<file path="src/rtl/div_pkg.sv">
// Shared types and sizing for the sequential non-restoring divider.
package div_pkg;
    localparam int DIV_WIDTH = 16;

    typedef enum logic [1:0] {IDLE, CALC, FIX, DONE} state_t;

    function automatic int cnt_w(input int w);
        return (w > 1) ? $clog2(w) : 1;
    endfunction

    localparam int CNT_W = cnt_w(DIV_WIDTH);
endpackage

</file>
<file path="src/rtl/nrd_addsub.sv">
// W-bit controlled add/subtract array: control=1 computes a + ~b + cin, control=0 a + b + cin.
module nrd_addsub #(
    parameter int W = 17
) (
    input  logic         control,
    input  logic [W-1:0] a,
    input  logic [W-1:0] b,
    input  logic         cin,
    output logic [W-1:0] result,
    output logic         cout
);
    logic [W-1:0] bx;

    assign bx = control ? ~b : b;
    assign {cout, result} = {1'b0, a} + {1'b0, bx} + {{W{1'b0}}, cin};
endmodule

</file>
<file path="src/rtl/nonrestoring_div_seq.sv">
// Sequential non-restoring divider, one quotient bit per clock.
// Build with DIV_SIGNED_EN defined to add the div_signed port and two's-complement mode.
module nonrestoring_div_seq
    import div_pkg::*;
#(
    parameter int WIDTH = DIV_WIDTH
) (
    input  logic             clk,
    input  logic             rst,
    input  logic             in_valid,
    output logic             in_ready,
    input  logic [WIDTH-1:0] dividend,
    input  logic [WIDTH-1:0] divisor,
`ifdef DIV_SIGNED_EN
    input  logic             div_signed,
`endif
    output logic             out_valid,
    input  logic             out_ready,
    output logic [WIDTH-1:0] quotient,
    output logic [WIDTH-1:0] remainder,
    output logic             div_zero
);
    localparam int CW = cnt_w(WIDTH);

    state_t           state, nstate;
    logic [WIDTH:0]   p, dr, p_sh, as_a, sum;
    logic [WIDTH-1:0] aq, n_abs, d_abs, q_fix, r_mag, r_fix;
    logic [CW-1:0]    cnt;
    logic             as_ctl, as_cin, unused_cout;
    logic             accept, last_step;

    assign accept    = (state == IDLE) && in_valid;
    assign last_step = (cnt == CW'(WIDTH - 1));

`ifdef DIV_SIGNED_EN
    logic n_neg, d_neg, sq, sr;
    assign n_neg = div_signed & dividend[WIDTH-1];
    assign d_neg = div_signed & divisor[WIDTH-1];
    assign n_abs = n_neg ? -dividend : dividend;
    assign d_abs = d_neg ? -divisor  : divisor;
`else
    assign n_abs = dividend;
    assign d_abs = divisor;
`endif

    // CALC shifts {P,Aq} before the add/sub; FIX reuses the array for the correction add.
    assign p_sh = {p[WIDTH-1:0], aq[WIDTH-1]};

    always_comb begin
        as_a   = p_sh;
        as_ctl = ~p[WIDTH];
        as_cin = ~p[WIDTH];
        if (state == FIX) begin
            as_a   = p;
            as_ctl = 1'b0;
            as_cin = 1'b0;
        end
    end

    nrd_addsub #(.W(WIDTH + 1)) u_addsub (
        .control (as_ctl),
        .a       (as_a),
        .b       (dr),
        .cin     (as_cin),
        .result  (sum),
        .cout    (unused_cout)
    );

    assign r_mag = p[WIDTH] ? sum[WIDTH-1:0] : p[WIDTH-1:0];

`ifdef DIV_SIGNED_EN
    assign q_fix = sq ? -aq : aq;
    assign r_fix = sr ? -r_mag : r_mag;
`else
    assign q_fix = aq;
    assign r_fix = r_mag;
`endif

    always_ff @(posedge clk or posedge rst) begin
        if (rst) state <= IDLE;
        else     state <= nstate;
    end

    always_comb begin
        nstate    = state;
        in_ready  = 1'b0;
        out_valid = 1'b0;
        case (state)
            IDLE: begin
                in_ready = 1'b1;
                if (in_valid) nstate = (divisor == '0) ? DONE : CALC;
            end
            CALC: if (last_step) nstate = FIX;
            FIX:  nstate = DONE;
            DONE: begin
                out_valid = 1'b1;
                if (out_ready) nstate = IDLE;
            end
            default: nstate = IDLE;
        endcase
    end

    always_ff @(posedge clk or posedge rst) begin
        if (rst) begin
            p         <= '0;
            aq        <= '0;
            dr        <= '0;
            cnt       <= '0;
            quotient  <= '0;
            remainder <= '0;
            div_zero  <= 1'b0;
`ifdef DIV_SIGNED_EN
            sq        <= 1'b0;
            sr        <= 1'b0;
`endif
        end else begin
            case (state)
                IDLE: if (accept) begin
                    p   <= '0;
                    aq  <= n_abs;
                    dr  <= {1'b0, d_abs};
                    cnt <= '0;
`ifdef DIV_SIGNED_EN
                    sq  <= n_neg ^ d_neg;
                    sr  <= n_neg;
`endif
                    if (divisor == '0) begin
                        quotient  <= '1;
                        remainder <= dividend;
                        div_zero  <= 1'b1;
                    end else begin
                        div_zero  <= 1'b0;
                    end
                end
                CALC: begin
                    p   <= sum;
                    aq  <= {aq[WIDTH-2:0], ~sum[WIDTH]};
                    cnt <= cnt + 1'b1;
                end
                FIX: begin
                    quotient  <= q_fix;
                    remainder <= r_fix;
                end
                default: ;
            endcase
        end
    end
endmodule

</file>
<file path="config.mk">
export PLATFORM = sky130hd
export DESIGN_NAME = nonrestoring_div_seq
export DESIGN_NICKNAME = d
export VERILOG_FILES = /design/src/rtl/div_pkg.sv /design/src/rtl/nrd_addsub.sv /design/src/rtl/nonrestoring_div_seq.sv
export SDC_FILE = /design/constraint.sdc
export NUM_CORES = 1
export LEC_CHECK = 0
export ABC_CLOCK_PERIOD_IN_PS = 3300
export BUFFER_PORTS_ARGS = -buffer_cell sky130_fd_sc_hd__clkbuf_2
export CAP_MARGIN = 20
export CORE_ASPECT_RATIO = 0.8
export CORE_MARGIN = 3
export CORE_UTILIZATION = 52
export CTS_CLUSTER_SIZE = 16
export DETAILED_ROUTE_END_ITERATION = 12
export PLACE_DENSITY_LB_ADDON = 0.12
export SKIP_LAST_GASP = 1
export SYNTH_ARGS = -nofsm -noshare
export SYNTH_HDL_FRONTEND = slang
export SYNTH_SLANG_ARGS = --single-unit
</file>
<file path="constraint.sdc">
create_clock -name clk -period 3.3 [get_ports clk]
set_clock_uncertainty 0.15 [all_clocks]
set_input_delay 0.33 -clock clk [delete_from_list [all_inputs] [get_ports clk]]
set_output_delay 0.33 -clock clk [all_outputs]
set_load 0.02 [all_outputs]
</file>
* After elaboration in Yosys (flattened, before gate mapping)
Index checks and enable logic that the tools add are counted.
** Storage, ports and cells
- Word-level logic and storage cells :: 56
- Flip-flop bits (word level) :: 88
- Output and inout bits :: 35
** Operators by class
- Multiplexer cells :: 24
- Reductions and logical operators :: 9
- Equality and inequality tests :: 9
- Add/subtract/negate cells :: 3
- Bitwise gates (word level) :: 3
** Operators with widths (count)
- 16-bit two-way mux :: 6
- 16-bit case mux with 2 select lines :: 3
- 17-bit two-way mux :: 3
- 17-bit case mux with 2 select lines :: 1
- 17-bit by 1-bit adder with 17-bit output :: 1
- 17-bit adder :: 1
- 16-bit inverter with 17-bit output :: 1
- 16-bit zero test :: 1
- 2-bit two-way mux :: 4
- 2-bit inequality test, second input constant :: 4
- 2-bit case mux with 4 select lines :: 1
- 4-bit case mux with 2 select lines :: 1
- 3-bit AND reduction :: 2
- 4-bit by 1-bit adder with 4-bit output, second input constant :: 1
- 2-bit equality test, second input constant :: 2
- 4-bit equality test, second input constant :: 1
- 1-bit two-way mux :: 4
- 4-bit two-way mux :: 1
- 2-bit AND reduction :: 2
- 2-bit nonzero test :: 2
- 2-bit by 1-bit equality test with 1-bit output, second input constant :: 1
- 2-bit zero test :: 1
- 2-bit by 1-bit inequality test with 1-bit output, second input constant :: 1
- 1-bit inverter :: 2
- 1-bit logical AND :: 1

* Logic depth before layout (Yosys ltp)
Gate-level depths: netlist of the first run.
- Depth in word-level cells :: 7
- Mapped depth :: 15
- Gate-level depth less buffers :: 13

* Modules after synthesis
From an unflattened synthesis of the first run, not the netlist that was laid out.
** Unflattened totals
- Cells, all modules :: 459
- Area total of the unflattened synthesis :: 5128.7 sq um
** By module, submodules not included
- nonrestoring_div_seq :: cells an instance 328, times used 1, area each 4108.9 sq um
- nrd_addsub :: cells an instance 131, times used 1, area each 1019.7 sq um

* Worst setup path before layout of the first run
Ideal clock, no wire load.
- Path kind :: register to register
- From :: reg state[0]
- To :: reg p[15]
- Period minus slack after synthesis :: 3.562 ns
- Arrival time :: 3.275 ns
- Library setup time :: 0.137 ns
- Setup slack :: -0.262 ns
- Stages on the path, launching flop included :: 15
- Required time :: 3.013 ns
- Cell sequence :: dfrtp_1 > inv_1 > ha_1 > clkbuf_1 > clkbuf_1 > clkbuf_1 > mux2_2 > ha_1 > a21o_1 > a31oi_1 > nand2_1 > a31oi_1 > o21ai_1 > xnor2_1 > o22ai_1
** On the way
- Cells in the longest elaborated chain, start to end :: 6
- Elaborated cells between the ends (all ways) :: 13
** Ends and longest elaborated chain
- from (decl) :: RTL line nonrestoring_div_seq.sv:25 : state_t state, nstate;
- from (signal assigned) :: RTL line nonrestoring_div_seq.sv:81 : else state <= nstate;
- 2-bit equality test :: RTL line nonrestoring_div_seq.sv:53 : if (state == FIX) begin
- 1-bit two-way mux :: RTL line nonrestoring_div_seq.sv:53
- 17-bit two-way mux :: RTL line nrd_addsub.sv:14 : assign bx = control ? ~b : b;
- 17-bit adder :: RTL line nrd_addsub.sv:15 : assign {cout, result} = {1'b0, a} + {1'b0, bx} + {{W{1'b0}}, cin};
- 17-bit by 1-bit adder with 17-bit output :: RTL line nrd_addsub.sv:15
- 17-bit case mux with 2 select lines :: RTL line nonrestoring_div_seq.sv:117 : case (state)
- to (signal assigned) :: RTL line nonrestoring_div_seq.sv:136 : p <= sum;
- to (decl) :: RTL line nonrestoring_div_seq.sv:26 : logic [WIDTH:0] p, dr, p_sh, as_a, sum;
Parallel ways exist; a longest one is shown, timed or not.
A chain may end at the register's enable or synchronous reset.

* Final worst setup path of the first run
- From :: reg state[0]
- To :: reg p[14]
Same word-level chain as after synthesis.

==> flow_summary.yaml, run 1 <==
logic_synthesis:
  ys_seq_area_frac: 0.4401
  ys_warn_count: 0
  synthCells: 536
  syn_avg_cell_area_um2: 9.335
  synth_edf_count: 0
  async_flop_share: 1.000
  ys_types: 48
  synth_area_um2: 5004
  synth_fp_nets: 593
  dominantRegCellSynth: "dfrtp_1"
  ys_seq_elements: 88
clocking:
  clock_latency_ns: 0.35
  clkTransAtPathRegs_ns: 0.06
  cts_buffers: 9
  ctsRootBufferMaster: "clkbuf_16"
  cts_tree: "built"
  h-tree-depth: 3
  cts_num_sinks: 88
  postCtsSetupBuffers: 0
  clk_path_buf_depth: 2
worst_setup_path:
  path_cells: "inv_1, ha_4, nor2_4, buf_4, buf_4, xor2_1, ha_1, a21oi_1, nand2_1, o21ai_4, o21ai_0, buf_4, a31oi_1, xor2_1, o21ai_0"
  r2r_cells: 15
  crit_fanout: 9
  crit_top_cell: "buf_4"
  cp.required_ns: 3.35
  worstPathArrival_ns: 3.22
  slowest_delay_ns: 0.37
  setup.worst_path.start_class: "flop"
  crit_path_end_kind: "flop"
  cpMaxStageDelayCell: "dfrtp_1"
  r2r_start: "state[0]"
  crit_type: "flop to flop"
  r2r-end: "p[14]"
  r2r_setup_slack_ns: 0.13
finish:
  fill_cells: 785
  final_cell_mix: "dfrtp_1 (88), clkbuf_2 (70), nand2_1 (47), a21oi_1 (43), o21ai_0 (41)"
  fin_area_um2: 6007
  finalNetCount: 674
  finalNonFillerCells: 737
  insertedDiodeCount: 0
  area.growth.synth_to_final_pct: 20.05
  utilization: 0.6535
  layout_commonest_cell: "dfrtp_1"
  drive_gt1_frac: 0.2508
global_route:
  grt_max_degree: 89
  grt_pass1_vias: 4322
  grt_remaining_overflow: 0
  grt_use_total: 0.2550
  antenna_found_initial: 0
  grt_pass1_wl_mm: 21.41
sta:
  hold_viol: 0
  slew_headroom: 0.5105
  fmax_mhz: 315.4
  setup_viol: 0
  rsz0062_at_grt: "true"
  slew_viol_final: 0
  hold_slack_ns: 0.08261
  period_needed_ns: 3.170
  worstMarginPinSlew_ns: 0.7342
  fin_crit_sh: 0.9607
die:
  initial_utilization: 0.5443
  ios: 71
  die_h_um: 93.74
  std_cell_rows: 31
  coreArea_um2: 9193
  dieArea_um2: 10840
  die_w_um: 115.7
min_path:
  worstHoldPathType: "input pin to flop"
  worstHoldPathCells: 2
  hold_end: "dr[11]"
  min_from: "divisor[11]"
placed_design:
  port_buffers: 70
  place_area_um2: 5634
  dpl.hpwl_mm: 9.650
  gp_congestion: 0.8484
  dp_cells: 720
drt:
  wl_per_cell_um: 18.17
  drc: 0
  ant_nets: 0
  routed_via_density: 5.917
  drt_wl_total_mm: 13.39
  drt_iter0_markers: 342
  dr.pass1.iters: 5
  vias: 4361
run:
  maxCapViolCount: 0
status:
  status: "finished, final reports clean"
==> per-stage QoR <==
step	setup WS, ns	TNS [ns]
after global placement	0.08278	0
after floorplan	-0.04339	-0.04339
after detailed placement	0.001473	0
after CTS	0.002095	0
final	0.1298	0
after global routing	-0.04803	-0.09709
==> cells in the mapped netlist (all sizes together) (6+ instances only) <==
cell type  instances  share of area
o22ai             18          0.023
a21oi             44          0.044
clkbuf            22          0.017
buf                6         0.0055
dfrtp             88           0.44
nor2b              6         0.0075
xor2              21          0.037
a31oi             24          0.030
a22o               7          0.012
mux2              29          0.065
nor2              38          0.029
nand3              8         0.0080
inv               30          0.023
mux2i             11          0.022
nand2             47          0.035
o21ai             48          0.049
a21o               8          0.012
xnor2             11          0.019
ha                20          0.050
==> worst max path at each step <==
| stage | startpoint | end | slack [ns] |
|---|---|---|---|
| 6_report | state[0] | p[14] | 0.13 |
| 5_1_grt | state[0] | p[14] | -0.05 |
| 4_1_cts | state[0] | aq[0] | 0.002 |
| 3_5_place_dp | state[0] | aq[0] | 0.001 |
| 3_3_place_gp | state[1] | aq[0] | 0.08 |
| 2_1_floorplan | state[0] | p[15] | -0.04 |
==> routing by layer <==
| layer | up-vias | track usage | wire length (um) |
|---|---|---|---|
| li1 | 2072 | - | - |
| met1 | 2156 | 0.3509 | 6227 |
| met2 | 123 | 0.4138 | 6372 |
| met3 | 10 | 0.05988 | 655 |
| met4 | 0 | 0.05411 | 137 |
| met5 | - | 0 | 0 |
==> cell families (layout without fill, tap and decap cells) <==
logic type | after synthesis | count (layout) | share of synthesized area
AO/OA/AOI/OAI | 166 | 166 | 0.1975
XOR/XNOR | 32 | 32 | 0.05601
adder cells (fa/ha/maj) | 21 | 21 | 0.05401
buffers and inverters | 59 | 145 | 0.04526
flip-flops | 88 | 88 | 0.4401
multiplexers | 40 | 40 | 0.08727
AND/OR/NAND/NOR | 130 | 130 | 0.1198
==> state kept, by name, indices dropped and copies added, names as in the netlist <==
name       flops
dr            16
cnt            4
p             17
div_zero       1
quotient      16
aq            16
remainder     16
state          2
==> area by class of cell <==
type | count | area, um^2 | share of cell area
clock inverter | 4 | 51.30 | 0.008540
inverter | 31 | 117.6 | 0.01958
tap | 115 | 143.9 | 0.02395
clock buffer | 12 | 256.5 | 0.04270
sequential | 88 | 2202 | 0.3666
timing repair buffer | 98 | 591.8 | 0.09852
multi-input combinational | 389 | 2644 | 0.4401
==> repair_timing <==
| action | in CTS | in global routing |
|---|---|---|
| endpoints found under the hold margin | 88 | 0 |
| setup endpoints to repair | 0 | 13 |
| hold buffers | 1 | 0 |
| resized for setup | 0 | 9 |
==> critical path, delay by kind of cell (launching register included) <==
family,cells,cell delay (ns)
compound gates,5,0.88
xor+xnor,2,0.31
fa+ha+maj,2,0.46
buf+inv,4,0.65
flops,1,0.37
simple gates,2,0.19
Power of run 1 is left out: the tool's default activity adds up to more than one toggle a clock period on the data nets, which glitch-free logic cannot reach.
==> run 2, diff against run 1 <==
--- a/config.mk
+++ b/config.mk
@@ -17,4 +17,5 @@
 export SKIP_LAST_GASP = 1
 export SYNTH_ARGS = -nofsm -noshare
 export SYNTH_HDL_FRONTEND = slang
+export SYNTH_HIERARCHICAL = 1
 export SYNTH_SLANG_ARGS = --single-unit
==> run 2 against run 1 <==
- the flow now finishes with violations (negative setup slack)
- highest routed layer unchanged
- routed wire length decreased by 6.3%
- synthesized area increased by 1.9%
- count of clock-buffer cells in the layout increased by 2
- hold slack improved by 0.046 ns
==> flow_summary.yaml, run 2 <==
global_route:
  grt_pass1_wl_mm: 20.68
  grt_pass1_vias: 3917
  antenna_found_initial: 0
  grt_use_total: 0.2421
  grt_max_degree: 77
  grt_remaining_overflow: 0
logic_synthesis:
  ys_warn_count: 6
  synthCells: 454
  syn_avg_cell_area_um2: 11.23
  synth_area_um2: 5100
  synth_fp_nets: 513
placed_design:
  gp_congestion: 0.9092
  dp_cells: 641
  place_area_um2: 5788
  dpl.hpwl_mm: 9.329
  port_buffers: 70
finish:
  largest_reg_flops: 17
  regMostFlops: "p"
  drive_gt1_frac: 0.3686
  seq_area_um2: 2202
  finalNonFillerCells: 663
  layout_commonest_cell: "dfrtp_1"
  final_cell_mix: "dfrtp_1 (88), clkbuf_2 (70), nand2_1 (45), mux2_2 (33), mux2i_1 (33)"
  area.growth.synth_to_final_pct: 21.79
  fill_cells: 713
  utilization: 0.6672
  finalNetCount: 602
  multi_input_area_um2: 2850
  insertedDiodeCount: 0
  fin_area_um2: 6211
status:
  status: "finished with violations"
  violations: "negative setup slack"
die:
  coreArea_um2: 9309
  die_h_um: 94.58
  ios: 71
  std_cell_rows: 31
  initial_utilization: 0.5478
  die_w_um: 116.7
  dieArea_um2: 11040
drt:
  wl_per_cell_um: 18.92
  drt_wl_total_mm: 12.55
  vias: 3896
  drt_iter0_markers: 260
  routed_via_density: 5.876
  drc: 0
  ant_nets: 0
  dr.pass1.iters: 5
clocking:
  cts_buffers: 9
  ctsRootBufferMaster: "clkbuf_16"
  cts_tree: "built"
  clkTransAtPathRegs_ns: 0.07
  clk_path_buf_depth: 2
  cts_num_sinks: 88
  clock_latency_ns: 0.34
  h-tree-depth: 3
worst_setup_path:
  crit_fanout: 13
  crit_path_end_kind: "flop"
  worstPathArrival_ns: 3.44
  cp.required_ns: 3.38
  setup.worst_path.start_class: "flop"
  crit_type: "flop to flop"
min_path:
  worstHoldPathType: "input pin to flop"
sta:
  hold_slack_ns: 0.1290
  worst_slack_ns: -0.05610
  setup_viol: 5
  period_needed_ns: 3.356
  worstMarginPinSlew_ns: 0.7490
  slew_viol_final: 0
  rsz0062_at_grt: "true"
  hold_viol: 0
  slew_headroom: 0.5007
  fmax_mhz: 298.0
  fin_crit_sh: 1.017
run:
  maxCapViolCount: 0
run 2: repair_timing:
action / in CTS / in global routing
buffers inserted: 2 / 3
hold buffers: 1 / 0
setup endpoints to repair: 7 / 12
gates resized for setup: 6 / 10
pin swaps: 6 / 6
endpoints found under the hold margin: 12 / 0
run 2: path summary, 6_finish.rpt:
| path | startpoint | endpoint | slack, ns | cells after the start |
|---|---|---|---|---|
| hold reg to reg | div_zero | div_zero | 0.34 | 2 |
| setup / recovery | state[0] | remainder[15] | -0.06 | 12 |
| max in group asynchronous | rst | p[1] | 2.02 | 4 |
| hold / removal | divisor[9] | dr[9] | 0.13 | 2 |
| min in group asynchronous | rst | cnt[2] | 0.29 | 3 |
| setup reg to reg | state[0] | remainder[15] | -0.06 | 12 |
run 2: stage by stage:
| step | worst slack (ns) | setup TNS (ns) |
|---|---|---|
| 2_1_floorplan | -0.3304 | -2.620 |
| 3_3_place_gp | -0.04534 | -0.1111 |
| 3_5_place_dp | -0.1148 | -0.4588 |
| 4_1_cts | -0.03700 | -0.1312 |
| 5_1_grt | -0.1903 | -1.318 |
| 6_report | -0.05610 | -0.1617 |
run 2: layer usage:
metal,track usage,share of wire,vias to the layer above
li1,-,-,1864
met2,0.3565,0.46,85
met5,0,0,-
met3,0.05445,0.038,13
met4,0.05922,0.012,0
met1,0.3623,0.49,1934
run 2: worst max-delay path, cell delays in order, from the launching register on:
cell,delay [ns]
dfrtp_1,0.40
inv_2,0.09
ha_4,0.16
buf_4,0.22
mux2_2,0.37
ha_1,0.33
a21o_1,0.19
a31oi_1,0.18
o221ai_1,0.20
or4_1,0.51
nand3_1,0.12
mux2i_1,0.08
a221oi_1,0.26
run 2: final cells by class:
cell class              instances  area share
flip-flops and latches         88      0.3546
inverters                      12    0.007454
multi-input cells             325      0.4589
clock buffers                  14     0.04251
clock inverters                 2    0.006044
well taps                     115     0.02317
repair buffers                107      0.1074
Power of run 2 is left out for the same reason.
==> run 3, diff against run 2 <==
--- a/config.mk
+++ b/config.mk
@@ -5,6 +5,7 @@
 export SDC_FILE = /design/constraint.sdc
 export NUM_CORES = 1
 export LEC_CHECK = 0
+export ABC_AREA = 0
 export ABC_CLOCK_PERIOD_IN_PS = 3300
 export BUFFER_PORTS_ARGS = -buffer_cell sky130_fd_sc_hd__clkbuf_2
 export CAP_MARGIN = 20
@@ -14,6 +15,7 @@
 export CTS_CLUSTER_SIZE = 16
 export DETAILED_ROUTE_END_ITERATION = 12
 export PLACE_DENSITY_LB_ADDON = 0.12
+export RECOVER_POWER = 50
 export SKIP_LAST_GASP = 1
 export SYNTH_ARGS = -nofsm -noshare
 export SYNTH_HDL_FRONTEND = slang
==> run 3 against run 2 <==
- the flow finishes with violations (max-capacitance violations, max-slew violations, negative setup slack)
- die area unchanged
- global-route usage unchanged
- cell count unchanged
- sequential share of layout area up 0.17 points
- non-clock buffer count unchanged
- via count up 0.26%
- flip-flop and latch count unchanged
- fmax about the same
- routed wire length about the same
- hold slack about the same
- setup slack better by 0.0019 ns
==> flow_summary.yaml, run 3 (synthesis results as in run 2) <==
min_path:
  worstHoldPathType: "input pin to flop"
  min_from: "divisor[9]"
  worstHoldPathCells: 2
  hold_end: "dr[9]"
sta:
  worstMarginPinSlew_ns: 1.742
  setup_viol: 4
  fmax_mhz: 298.1
  slew_viol_final: 77
  hold_viol: 0
  slew_headroom: -0.1612
  period_needed_ns: 3.354
  rsz0062_at_grt: "true"
  fin_crit_sh: 1.016
  worst_slack_ns: -0.05425
die:
  std_cell_rows: 31
  coreArea_um2: 9309
  dieArea_um2: 11040
  ios: 71
  die_w_um: 116.7
  die_h_um: 94.58
  initial_utilization: 0.5478
worst_setup_path:
  worstPathArrival_ns: 3.44
  r2r_cells: 12
  crit_fanout: 13
  cp.required_ns: 3.38
  crit_type: "flop to flop"
  r2r-end: "remainder[15]"
  crit_path_end_kind: "flop"
  setup.worst_path.start_class: "flop"
  r2r_setup_slack_ns: -0.05
  r2r_start: "state[0]"
finish:
  drive_gt1_frac: 0.3467
  largest_reg_flops: 17
  final_cell_mix: "dfrtp_1 (88), clkbuf_2 (58), nand2_1 (45), mux2_2 (33), mux2i_1 (33)"
  layout_commonest_cell: "dfrtp_1"
  regMostFlops: "p"
  seq_area_um2: 2202
  fill_cells: 725
  insertedDiodeCount: 0
  finalNetCount: 602
  area.growth.synth_to_final_pct: 21.20
  multi_input_area_um2: 2850
drt:
  routed_via_density: 5.891
  ant_nets: 0
  drt_wl_total_mm: 12.54
  vias: 3906
  dr.pass1.iters: 5
  drc: 0
  wl_per_cell_um: 18.92
  drt_iter0_markers: 251
placed_design:
  port_buffers: 70
  place_ws_ns: -0.1148
  dpl.hpwl_mm: 9.329
  gp_congestion: 0.9092
global_route:
  grt_pass1_wl_mm: 20.68
  grt_remaining_overflow: 0
  grt_max_degree: 77
  grt_pass1_vias: 3917
  grt_use_total: 0.2421
  antenna_found_initial: 0
status:
  status: "finished with violations"
  violations: "max-capacitance violations, max-slew violations, negative setup slack"
clocking:
  cts_num_sinks: 88
  h-tree-depth: 3
  ctsRootBufferMaster: "clkbuf_16"
  clk_path_buf_depth: 2
  clock_latency_ns: 0.34
  clkTransAtPathRegs_ns: 0.06
  cts_tree: "built"
  cts_buffers: 9
run:
  maxCapViolCount: 1
## run 3: cell types whose count changed in the layout (fill, tap and decap cells not counted)
cell        previous run  this run
buf_2                  0         1
clkbuf_1               3        15
buf_12                 2         1
clkinvlp_2             0         1
clkinv_2               1         0
clkbuf_2              70        58
## run 3: timing repair
| action | 4_1_cts | 5_1_grt |
|---|---|---|
| hold buffers | 1 | 0 |
| setup buffers | 2 | 3 |
| setup endpoints to repair | 7 | 12 |
| pin swaps | 6 | 6 |
| hold endpoints to repair | 12 | 0 |
| resized for setup | 6 | 10 |
## run 3: cell type report
type                    instances  share of cell area
clock buffers                  14             0.04271
clock inverters                 2            0.006073
inverters                      12            0.007490
multi-input cells             325              0.4611
flip-flops and latches         88              0.3563
well taps                     115             0.02328
repair buffers                107              0.1030
## run 3: stage by stage
stage | hold WS (ns) | TNS, ns | utilization | cell area, um^2 | std cells
floorplan | 0.3184 | -2.620 | - | 5205 | 454
global placement | 0.09385 | -0.1111 | 0.6218 | 5788 | 641
detailed placement | 0.09433 | -0.4588 | 0.6218 | 5788 | 641
CTS | 0.1228 | -0.1312 | 0.6603 | 6147 | 660
global route | 0.1274 | -1.318 | 0.6640 | 6181 | 663
finish | 0.1295 | -0.1456 | 0.6640 | 6181 | 663
## run 3: critical path: stages, from the launching register on
cell and delay [ns]:
dfrtp_1 0.39, inv_2 0.09, ha_4 0.16, buf_4 0.22, mux2_2 0.37, ha_1 0.33
a21o_1 0.18, a31oi_1 0.18, o221ai_1 0.20, or4_1 0.51, nand3_1 0.12, mux2i_1 0.08
a221oi_1 0.26
## run 3: metal layers
| metal | up-vias | track usage | wire length [um] |
|---|---|---|---|
| li1 | 1862 | - | - |
| met4 | 0 | 0.05922 | 153 |
| met2 | 91 | 0.3565 | 5794 |
| met1 | 1940 | 0.3623 | 6087 |
| met5 | - | 0 | 0 |
| met3 | 13 | 0.05445 | 509 |
## run 3: worst max-delay path by stage
stage	startpoint	end	slack, ns	cells past startpoint
2_1_floorplan	state[0]	remainder[14]	-0.33	18
3_3_place_gp	state[0]	remainder[14]	-0.05	13
6_report	state[0]	remainder[15]	-0.05	12
4_1_cts	state[0]	remainder[12]	-0.04	13
5_1_grt	state[0]	remainder[12]	-0.19	15
3_5_place_dp	state[0]	remainder[12]	-0.11	13
Power of run 3 is left out for the same reason.
